$ cat config.mk
export PLATFORM = sky130hd
export DESIGN_NAME = reg_port_sched
export DESIGN_NICKNAME = d
export VERILOG_FILES = /design/src/rtl/reg_port_sched.sv
export SDC_FILE = /design/constraint.sdc
export NUM_CORES = 1
export LEC_CHECK = 0
export CAP_MARGIN = 5
export CORE_MARGIN = 4
export CORE_UTILIZATION = 37
export DETAILED_ROUTE_END_ITERATION = 10
export DONT_BUFFER_PORTS = 1
export PLACE_DENSITY = 0.57
export SYNTH_ARGS = -nofsm -noshare
export SYNTH_HDL_FRONTEND = slang
export SYNTH_SLANG_ARGS = --single-unit
$ cat constraint.sdc
create_clock -name clk -period 1.5 [get_ports clk]
set_input_delay 0.075 -clock clk [delete_from_list [all_inputs] [get_ports clk]]
set_output_delay 0.075 -clock clk [all_outputs]
set_load 0.02 [all_outputs]
$ cat src/rtl/reg_port_sched.sv
// Arbitrates operand-fetch read ports A/B and writeback port W onto the single-port register file.
// Optional build macro RR_READ_EN: round-robin A/B arbitration (default: A always beats B).
module reg_port_sched #(
    parameter int DATA_W     = 32,
    parameter int ID_W       = 4,
    parameter int STARVE_MAX = 4
) (
    input  logic              clk,
    input  logic              rst,
    input  logic              a_valid,
    input  logic [ID_W-1:0]   a_reg_id,
    output logic              a_ready,
    input  logic              b_valid,
    input  logic [ID_W-1:0]   b_reg_id,
    output logic              b_ready,
    input  logic              w_valid,
    input  logic [ID_W-1:0]   w_reg_id,
    input  logic [DATA_W-1:0] w_data,
    output logic              w_ready,
    output logic              rsp_valid,
    output logic              rsp_port,
    output logic [DATA_W-1:0] rsp_data,
    output logic              rf_rd,
    output logic              rf_wn,
    output logic [ID_W-1:0]   rf_reg_id,
    output logic [DATA_W-1:0] rf_write_data,
    input  logic [DATA_W-1:0] rf_read_data,
    output logic              busy
);

    typedef enum logic [1:0] {
        IDLE   = 2'd0,
        RD_CMD = 2'd1,
        RD_RSP = 2'd2,
        WR_CMD = 2'd3
    } state_t;

    state_t              state_r;
    state_t              state_nxt_s;
    logic [3:0]          starve_cnt_r;
    logic [3:0]          starve_cnt_nxt_s;
    logic                pend_port_r;
    logic                rsp_valid_r;
    logic                rsp_port_r;
    logic                rf_rd_r;
    logic                rf_wn_r;
    logic [ID_W-1:0]     rf_reg_id_r;
    logic [DATA_W-1:0]   rf_write_data_r;
    logic                rd_req_s;
    logic                force_rd_s;
    logic                sel_b_s;
    logic                gnt_w_s;
    logic                gnt_rd_s;
`ifdef RR_READ_EN
    logic                rr_ptr_r;
`endif

    // Arbitration, next-state and starvation-counter logic
    always_comb begin
        state_nxt_s      = IDLE;
        starve_cnt_nxt_s = starve_cnt_r;
        gnt_w_s          = 1'b0;
        gnt_rd_s         = 1'b0;
        rd_req_s         = a_valid | b_valid;
        force_rd_s       = rd_req_s && (starve_cnt_r == 4'(STARVE_MAX));
`ifdef RR_READ_EN
        if (a_valid && b_valid) begin
            sel_b_s = rr_ptr_r;
        end else begin
            sel_b_s = ~a_valid;
        end
`else
        sel_b_s = ~a_valid;
`endif
        // RD_CMD is the only state that cannot issue a new file command
        if (state_r != RD_CMD) begin
            if (w_valid && !force_rd_s) begin
                gnt_w_s = 1'b1;
            end else if (rd_req_s) begin
                gnt_rd_s = 1'b1;
            end else begin
                gnt_w_s  = 1'b0;
                gnt_rd_s = 1'b0;
            end
        end else begin
            gnt_w_s  = 1'b0;
            gnt_rd_s = 1'b0;
        end

        case (state_r)
            RD_CMD:                 state_nxt_s = RD_RSP;
            IDLE, RD_RSP, WR_CMD: begin
                if (gnt_w_s) begin
                    state_nxt_s = WR_CMD;
                end else if (gnt_rd_s) begin
                    state_nxt_s = RD_CMD;
                end else begin
                    state_nxt_s = IDLE;
                end
            end
            default:                state_nxt_s = IDLE;
        endcase

        if (!rd_req_s || gnt_rd_s) begin
            starve_cnt_nxt_s = 4'd0;
        end else if (gnt_w_s) begin
            starve_cnt_nxt_s = starve_cnt_r + 4'd1;
        end else begin
            starve_cnt_nxt_s = starve_cnt_r;
        end
    end

    // State, file-command and response registers
    always_ff @(posedge clk) begin
        if (rst) begin
            state_r         <= IDLE;
            starve_cnt_r    <= 4'd0;
            pend_port_r     <= 1'b0;
            rsp_valid_r     <= 1'b0;
            rsp_port_r      <= 1'b0;
            rf_rd_r         <= 1'b0;
            rf_wn_r         <= 1'b0;
            rf_reg_id_r     <= {ID_W{1'b0}};
            rf_write_data_r <= {DATA_W{1'b0}};
        end else begin
            state_r      <= state_nxt_s;
            starve_cnt_r <= starve_cnt_nxt_s;
            rf_rd_r      <= gnt_rd_s;
            rf_wn_r      <= gnt_w_s;
            // the file returns data for the read issued one cycle earlier
            rsp_valid_r  <= (state_r == RD_CMD);
            if (state_r == RD_CMD) begin
                rsp_port_r <= pend_port_r;
            end else begin
                rsp_port_r <= rsp_port_r;
            end
            if (gnt_rd_s) begin
                rf_reg_id_r <= sel_b_s ? b_reg_id : a_reg_id;
                pend_port_r <= sel_b_s;
            end else if (gnt_w_s) begin
                rf_reg_id_r     <= w_reg_id;
                rf_write_data_r <= w_data;
            end else begin
                rf_reg_id_r <= rf_reg_id_r;
            end
        end
    end

`ifdef RR_READ_EN
    // Round-robin pointer: prefer the port not served by the latest read
    always_ff @(posedge clk) begin
        if (rst) begin
            rr_ptr_r <= 1'b0;
        end else if (gnt_rd_s) begin
            rr_ptr_r <= ~sel_b_s;
        end else begin
            rr_ptr_r <= rr_ptr_r;
        end
    end
`endif

    assign w_ready       = gnt_w_s;
    assign a_ready       = gnt_rd_s & ~sel_b_s;
    assign b_ready       = gnt_rd_s & sel_b_s;
    assign rsp_valid     = rsp_valid_r;
    assign rsp_port      = rsp_port_r;
    assign rsp_data      = rf_read_data;
    assign rf_rd         = rf_rd_r;
    assign rf_wn         = rf_wn_r;
    assign rf_reg_id     = rf_reg_id_r;
    assign rf_write_data = rf_write_data_r;
    assign busy          = (state_r != IDLE);

endmodule

==> summary.txt <==
CP Data Arrival Time = 1.74 ns
Final core area utilization = 48.5%
Cell Count, Final, Fillers Out = 333
Post-Route Skew = 0.00371 ns
Number of different library cells in the post-synthesis netlist = 30
Power per standard cell area = 1110 nW/um^2
Violations in the final reports = negative setup slack
Post-place instance area = 1920 um^2
Horizontal die dimension = 82.2 um
Number of antenna violations at the first check in global routing = 0
Register-to-Register Setup Slack = -0.02 ns
Layout cells sized above 1 = 14.4%
Pin count of the biggest net entering global routing = 40
Maximum buffer depth of the clock tree = 2
Highest ir drop seen on vdd = 0.447 mV
Number of setup violations in the final report = 3
Post-synthesis sequential area ratio = 46.2%
Area added between synthesis and finish = 24.7%
Prevailing post-synth register cell = sky130_fd_sc_hd__dfxtp_1
Critical setup path kind = register to register
Cell count of the worst reg-to-reg path = 8
Status = finished, violations left
Path class of the lowest-slack min-delay path = input pin to register
Antenna violation net count after detailed routing = 0
Overall via count from detail_route = 1,638
Maximum level of the CTS H-tree = 2
Die ar. = 6760 um^2
Detailed-route wire length per cell = 14.5 um
Number of fill cells = 504
Fin crit share = 102%
Count of clock tree sinks = 47
Cell leakage power = 0.995 nW
Total nets after synthesis = 331
Start point of the worst hold path = w_valid
Crit start category = register
Largest cells by area after synthesis = sky130_fd_sc_hd__dfxtp_1 46%, sky130_fd_sc_hd__nand2_1 13%, sky130_fd_sc_hd__buf_4 12%
Netlist Area Pre-Place = 2040 um^2
WHS = 0.00804 ns
Count of final hold-check violations = 0
Vias in the first global route = 1,603
CTS tree = built
Total of max-cap violations = 0
Vertical die dimension = 82.2 um
Final Wtd Congestion = 0.735
Transition time at the pin with the least slew margin = 0.327 ns
Post-route cell area = 2540 um^2
Most frequent cell after synthesis = sky130_fd_sc_hd__nand2_1
Mean cell area of the mapped netlist = 8.22 um^2
Aggregate global routing overflow = 0
Synth async-reset ratio = 0%
Reg-to-reg critical path endpoint = rf_write_data[21]
Top cell type's share of synthesized area = 46.2%
Sink of the worst hold path = starve_cnt_r[3]
Antenna Diode Count = 0
DR vias/cell = 4.92
Final HPWL DP = 2.99 mm
Achievable Freq = 657 MHz
Final number of max-transition violations = 0
Minimum clock period = 1.52 ns
Seq. cell area = 943 um^2
Starting density of the core = 38.9%
Multi-input logic area = 821 um^2
Cell row count = 26
DR DRC count = 0
Cell total after placement = 282
Layout Nets = 345
First-pass DRT Iterations = 4
Insertion delay of the later-clocked pin in the worst-skew pair = 0.29 ns
Clock root buffer = sky130_fd_sc_hd__clkbuf_8
Worst slew margin relative to its limit = 78.1%
CP Data Required Time = 1.72 ns
Floorplan Core Area = 5240 um^2
Number of instances in the synthesized netlist = 248
Violation count after the first detailed-routing iteration = 28
Number of buffers added by the clock tree synthesis step = 5
Cell taking the most area after synthesis = sky130_fd_sc_hd__dfxtp_1
Yosys warning count = 0
Total track usage = 14.1%
Number of placed I/O pins = 157
Final worst slack = -0.0230 ns
Worst Hold Depth = 3
Wirelength, routed = 4.82 mm
Crit path max fanout = 18
Port buffer count = 0
Number of synthesized register bits = 47
Clock-pin slew on the worst setup and hold paths = 0.09 ns
Most frequent cells after synthesis = 70 x sky130_fd_sc_hd__nand2_1, 47 x sky130_fd_sc_hd__dfxtp_1, 37 x sky130_fd_sc_hd__a21oi_1, 33 x sky130_fd_sc_hd__buf_4, 11 x sky130_fd_sc_hd__nor2_1
Crit Reg-Reg Startpoint = starve_cnt_r[0]
Global-route wire length before repair = 7.29 mm
Number of enable flip-flop cells after synthesis = 0
Critical Path End Type = register
Setup repair after global routing missed its margin = yes
## how the worst max path moves through the flow
stage                     from                end  slack (ns)  cells past startpoint
2_1_floorplan  starve_cnt_r[0]  rf_write_data[23]        0.03                      8
3_3_place_gp   starve_cnt_r[0]       rf_reg_id[0]        0.07                      6
3_5_place_dp   starve_cnt_r[0]       rf_reg_id[2]        0.04                      6
4_1_cts        starve_cnt_r[1]            b_ready       -0.08                      6
5_1_grt        starve_cnt_r[0]  rf_write_data[21]       -0.11                      8
6_report       starve_cnt_r[0]  rf_write_data[21]       -0.02                      8
## cell usage in the layout, fill, tap and decap left out, drive strengths merged, types with 2 or more instances in the layout
cell type,synthesis,final
and3,2,2
inv,4,4
nor2b,3,3
a31oi,2,2
o21ai,2,2
ha,2,2
dfxtp,47,47
buf,41,13
nand2,70,70
nand3,2,2
or3,2,2
a211oi,2,2
dlygate4sd3,0,38
a21oi,37,37
clkbuf,4,6
a221o,3,3
mux2i,4,4
nor3,2,2
nor2,12,12
## where the power goes
| group | internal [mW] | switching [mW] | total [mW] |
|---|---|---|---|
| registers | 1.33 | 0.139 | 1.47 |
| logic | 0.214 | 0.190 | 0.403 |
| clock network | 0.540 | 0.413 | 0.952 |
## state kept, by name (all words and copies together), names as in the netlist
signal,flops
rf_write_data,32
state_r,2
rf_rd,1
pend_port_r,1
rf_reg_id,4
starve_cnt_r,4
rsp_port,1
rsp_valid,1
rf_wn,1
## area by class of cell
class / instances / area share (%)
inverters: 4 / 0.689
clock buffers: 6 / 3.25
flip-flops and latches: 47 / 37.1
clock inverters: 2 / 1.38
well taps: 70 / 3.44
multi-input cells: 152 / 32.3
repair buffers: 52 / 21.9
## what timing repair did
item                                    in CTS  in global routing
hold buffers                                38                  1
endpoints found under the setup margin       3                 41
cloned                                       1                  0
pin swaps                                    6                  4
resized for setup                           10                  9
endpoints found under the hold margin       43                  4
setup buffers                                4                  1
## cell families after synthesis
logic type / Yosys count / synth area share (%)
xor+xnor: 1 / 0.430
fa+ha+maj: 2 / 1.23
flops: 47 / 46.2
mux: 4 / 1.96
simple gates: 97 / 20.7
buf+inv: 49 / 15.5
compound gates: 48 / 14.0
## critical path: stages, from the launching register on
cell and delay, ns:
sky130_fd_sc_hd__dfxtp_2 0.33, sky130_fd_sc_hd__inv_2 0.06, sky130_fd_sc_hd__ha_4 0.14, sky130_fd_sc_hd__nand3b_4 0.11
sky130_fd_sc_hd__o211ai_4 0.24, sky130_fd_sc_hd__buf_4 0.17, sky130_fd_sc_hd__buf_12 0.14, sky130_fd_sc_hd__nand2_1 0.08
sky130_fd_sc_hd__a21oi_1 0.16
## metrics by stage
stage	TNS (ns)	power, mW	worst slack [ns]
after global placement	0	1.75	0.0659
after detailed placement	0	1.76	0.0440
after CTS	-0.189	2.87	-0.0828
final	-0.0280	2.82	-0.0230
after global routing	-2.34	2.98	-0.109
after floorplan	0	1.82	0.0257
## layer usage
metal / up-vias / routed length [um] / global-route usage [%]
met4: 0 / 37 / 3.32
li1: 808 / - / -
met3: 12 / 462 / 6.72
met1: 740 / 1930 / 15.5
met5: - / 0 / 0
met2: 78 / 2400 / 24.6
Power figures use the tool's default switching activity.
